File: config.mk
export PLATFORM = sky130hd
export DESIGN_NAME = cfg_chain_loader
export DESIGN_NICKNAME = d
export VERILOG_FILES = /design/src/rtl/cfg_chain_loader.sv
export SDC_FILE = /design/constraint.sdc
export NUM_CORES = 1
export LEC_CHECK = 0
export ABC_CLOCK_PERIOD_IN_PS = 3350
export CORE_MARGIN = 10
export CORE_UTILIZATION = 40
export CTS_CLUSTER_DIAMETER = 150
export DETAILED_ROUTE_END_ITERATION = 8
export MAX_ROUTING_LAYER = met4
export PLACE_DENSITY_LB_ADDON = 0.1
export SLEW_MARGIN = 20
export SYNTH_ARGS = -nofsm -noshare
export SYNTH_HDL_FRONTEND = slang
export SYNTH_SLANG_ARGS = --single-unit
export TNS_END_PERCENT = 20
File: constraint.sdc
create_clock -name prog_clk -period 3.35 [get_ports prog_clk]
set_clock_uncertainty 0.1 [all_clocks]
set_input_delay 0.5025 -clock prog_clk [delete_from_list [all_inputs] [get_ports prog_clk]]
set_output_delay 0.5025 -clock prog_clk [all_outputs]
set_load 0.005 [all_outputs]
File: src/rtl/cfg_chain_loader.sv
// cfg_chain_loader: streams 32-bit host words LSB-first into a configuration scan chain.
// Define CFG_READBACK_EN to reassemble the chain's shifted-out bits into rd_data words.
module cfg_chain_loader #(
  parameter int CHAIN_LEN = 32
) (
  input  logic        prog_clk,
  input  logic        rst,
  input  logic        start,
  input  logic        abort,
  input  logic [31:0] word_data,
  input  logic        word_valid,
  output logic        word_ready,
  output logic        prog_dout,
  output logic        prog_en,
  input  logic        prog_din,
  output logic        busy,
  output logic        done,
  output logic [31:0] rd_data,
  output logic        rd_valid
);
  localparam int CW = $clog2(CHAIN_LEN + 1);
  typedef enum logic [1:0] {IDLE, FETCH, SHIFT, DONE} state_t;
  state_t state_q, state_d;
  logic [CW-1:0] cnt_q, cnt_d;
  logic [31:0] sh_q, sh_d;
  logic last;
  // CHAIN_LEN is a multiple of 32, so the low five count bits give the bit position in the word
  assign last = cnt_q[4:0] == 5'd31;
  always_comb begin
    state_d = state_q;
    cnt_d = cnt_q;
    sh_d = sh_q;
    case (state_q)
      IDLE: state_d = start ? FETCH : IDLE;
      FETCH: if (word_valid) begin
        state_d = SHIFT;
        sh_d = word_data;
      end
      SHIFT: begin
        cnt_d = cnt_q + CW'(1);
        sh_d = sh_q >> 1;
        if (last) state_d = (cnt_d == CW'(CHAIN_LEN)) ? DONE : FETCH;
      end
      default: state_d = IDLE;
    endcase
    if (abort && state_q != IDLE) state_d = IDLE;
    if (state_d == IDLE) begin
      cnt_d = '0;
      sh_d = '0;
    end
  end
  always_ff @(posedge prog_clk or negedge rst) begin
    if (!rst) begin
      state_q <= IDLE;
      cnt_q <= '0;
      sh_q <= '0;
    end else begin
      state_q <= state_d;
      cnt_q <= cnt_d;
      sh_q <= sh_d;
    end
  end
  assign word_ready = state_q == FETCH;
  assign prog_en = state_q == SHIFT;
  assign prog_dout = prog_en & sh_q[0];
  assign busy = state_q != IDLE;
  assign done = state_q == DONE;
`ifdef CFG_READBACK_EN
  logic [31:0] rsh_q, rsh_d, rd_data_q, rd_data_d;
  logic rd_valid_q, rd_valid_d;
  always_comb begin
    rsh_d = rsh_q;
    rd_data_d = rd_data_q;
    rd_valid_d = 1'b0;
    if (prog_en) begin
      rsh_d = {prog_din, rsh_q[31:1]};
      if (last) begin
        rd_data_d = rsh_d;
        rd_valid_d = 1'b1;
      end
    end
    if (state_d == IDLE) begin
      rsh_d = '0;
      rd_data_d = rd_data_q;
      rd_valid_d = 1'b0;
    end
  end
  always_ff @(posedge prog_clk or negedge rst) begin
    if (!rst) begin
      rsh_q <= '0;
      rd_data_q <= '0;
      rd_valid_q <= 1'b0;
    end else begin
      rsh_q <= rsh_d;
      rd_data_q <= rd_data_d;
      rd_valid_q <= rd_valid_d;
    end
  end
  assign rd_data = rd_data_q;
  assign rd_valid = rd_valid_q;
`else
  logic unused_prog_din;
  assign unused_prog_din = prog_din;
  assign rd_data = '0;
  assign rd_valid = 1'b0;
`endif
endmodule

==> flow_metrics.tcl <==
set metrics [dict create \
    worst_ep_arrival_time_ps 1980 \
    grt_setup_unrepaired "false" \
    htree_levels 2 \
    portBuffers 41 \
    critical_path_required_ps 2750 \
    detailedPlacementHpwl_um 3480 \
    netlist-cell-type-count 29 \
    drv.max_cap_violation_count 0 \
    initial_standard_cell_utilization_of_the_core 0.409 \
    grt.total_usage 0.109 \
    area_growth_from_synthesis_to_layout_pct 17.5 \
    vdd.ir_drop.worst_uv 556 \
    top_level_i_o_count 76 \
    leakagePower_nw 1.20 \
    globalRouteOverflowTotal 0 \
    drv_slew 0 \
    place.gp.congestion 0.765 \
    totalWireLength_um 4910 \
    antenna_cells_inserted 0 \
    cts_buffers 5 \
    maximum_number_of_pins_on_one_net_before_global_route_repair 41 \
    hold_ws_ps 251 \
    finalPower_mw 2.02 \
    avgRoutedWirePerCell_um 14.4 \
    filler_cell_count 574 \
    antenna_found_initial 0 \
    die_width_um 97.6 \
    setup_violations 0 \
    grt_pass1_wl_um 8570 \
    path_max_fanout 14 \
    cts_sinks 40 \
    die-area_mm2 0.00952 \
    mappedNetlistArea_mm2 0.00241 \
    place_inst 335 \
    ys_warn_count 0 \
    total_non_filler_cell_area_in_the_finished_layout_mm2 0.00283 \
    timing_worst_setup_path_type "reg2out" \
    synthArstFlopShare 1.00 \
    end_kind "output pin" \
    ys_seq_area_frac 0.416 \
    final_antenna_net_count 0 \
    vias_per_cell 4.74 \
    setup_total_negative_slack_ps 0 \
    layout.nets 312 \
    worst_hold_path_class "in2async" \
    layout-drive-gt1-share 0.101 \
    fmax_mhz 387 \
    outcome "completed" \
    timing.final.ws_setup_ps 764 \
    die_y_um 97.6 \
    hold_viol 0 \
    synth-seq-cells 40 \
    post_cts_hold_buffer_count 0 \
    syn-mean-instance-area_um2 10.4 \
    total_number_of_vias 1621 \
    fin_crit_ps 2590 \
    floorplan.core_area_mm2 0.00589 \
    clock_tree.buffer_depth 2 \
    timing.slew.headroom 0.379 \
    first_global_vias 1724 \
    cts_root_buffer "clkbuf_8" \
    post_cts_resize_count 0 \
    clk_pin_slew_ps 70 \
    netlist_instances 231 \
    power_density_mw_per_mm2 714 \
    post_cts_buffers 0 \
    post-place-ws_ps 931 \
    final.period_utilization 0.772 \
    drt_first_iter_violations 69 \
    clock_insertion_delay_worst_skew_ps 290 \
    layout.cells.non_filler 342 \
    ys_flop_type "dfrtp_1" \
    first_pass_iters 4 \
    clock_tree_from_tritoncts "yes" \
    fp_rows 28 \
    synth-edff-count 0 \
    finish.utilization 0.480 \
    postPlaceCellArea_mm2 0.00275 \
    startpoint_type "register" \
    detail_route.drc_violations 0 \
    tightestPinTransition_ps 932 \
]
[Yosys cell counts (2+ instances only)]
library cell / n / area, um^2
inv_1: 3 / 11.3
a211oi_2: 10 / 125
buf_4: 35 / 263
and3_1: 2 / 12.5
o21a_1: 2 / 15.0
o31ai_2: 2 / 25.0
nand2_1: 2 / 7.51
ha_1: 7 / 87.6
nand3_1: 2 / 10.0
clkbuf_1: 4 / 15.0
buf_2: 7 / 35.0
dfrtp_1: 40 / 1000
nand2b_1: 2 / 12.5
nor2_1: 37 / 139
mux2i_1: 33 / 330
and2_1: 2 / 12.5
xor2_1: 5 / 43.8
a21oi_1: 3 / 15.0
buf_6: 2 / 22.5
a211oi_1: 22 / 165
[power by group]
group / leakage, nW / internal (mW) / switching [mW]
registers: 0.543 / 0.591 / 0.0547
clock network: 0.0410 / 0.142 / 0.161
logic: 0.618 / 0.433 / 0.637
total: 1.20 / 1.17 / 0.852
[cell type report]
type	instances	area, um^2	area share
multi-input combinational	170	1180	0.419
sequential	40	1000	0.354
timing repair buffer	46	455	0.161
tap	75	93.8	0.0332
clock buffer	6	72.6	0.0257
inverter	4	15.0	0.00531
clock inverter	1	5.00	0.00177
[worst max-delay path, stage by stage (launching register included)]
cell and delay, ps:
dfrtp_1 400, inv_1 110, ha_2 350, buf_4 290
clkdlybuf4s50_1 540
[sequential cells by signal, indices dropped and copies added (netlist names)]
name	cells
state_q	2
sh_q	32
cnt_q	6
[cells by family after synthesis]
logic type               count (synthesis)  synth area share
AO/OA/AOI/OAI                           41             0.149
adder cells (fa/ha/maj)                  7            0.0364
XOR/XNOR                                 6            0.0218
buffers and inverters                   53             0.147
other                                    1           0.00156
flip-flops                              40             0.416
multiplexers                            33             0.137
AND/OR/NAND/NOR                         50            0.0905
[per-layer routing]
layer,global-route usage,vias to the layer above,share of wire
met2,0.161,49,0.44
met1,0.136,762,0.48
li1,-,802,-
met5,-,-,0
met3,0.0391,8,0.068
met4,0.0302,0,0.012
[placed cells by master, fill, tap and decap left out, types with 2 or more instances in the layout]
cell type        instances
nor2_1                  37
nand2b_1                 2
dfrtp_1                 40
a21oi_1                  3
inv_1                    3
nand2_1                  2
mux2i_1                 33
xor2_1                   5
a211oi_2                10
clkdlybuf4s50_1         40
clkbuf_8                 5
o21a_1                   2
and3_1                   2
buf_4                    4
ha_1                     6
a211oi_1                22
nand3_1                  2
conb_1                  33
[path summary, 6_finish.rpt]
check | start | endpoint | slack [ps] | cells past startpoint
min in group prog_clk | sh_q[31] | sh_q[31] | 460 | 2
max reg2reg | cnt_q[0] | sh_q[23] | 1020 | 7
min | rst | sh_q[10] | 250 | 1
max | state_q[0] | prog_en | 760 | 4
max in group asynchronous | rst | cnt_q[3] | 2310 | 1
min reg2reg | sh_q[31] | sh_q[31] | 460 | 2
Power figures use the tool's default switching activity.
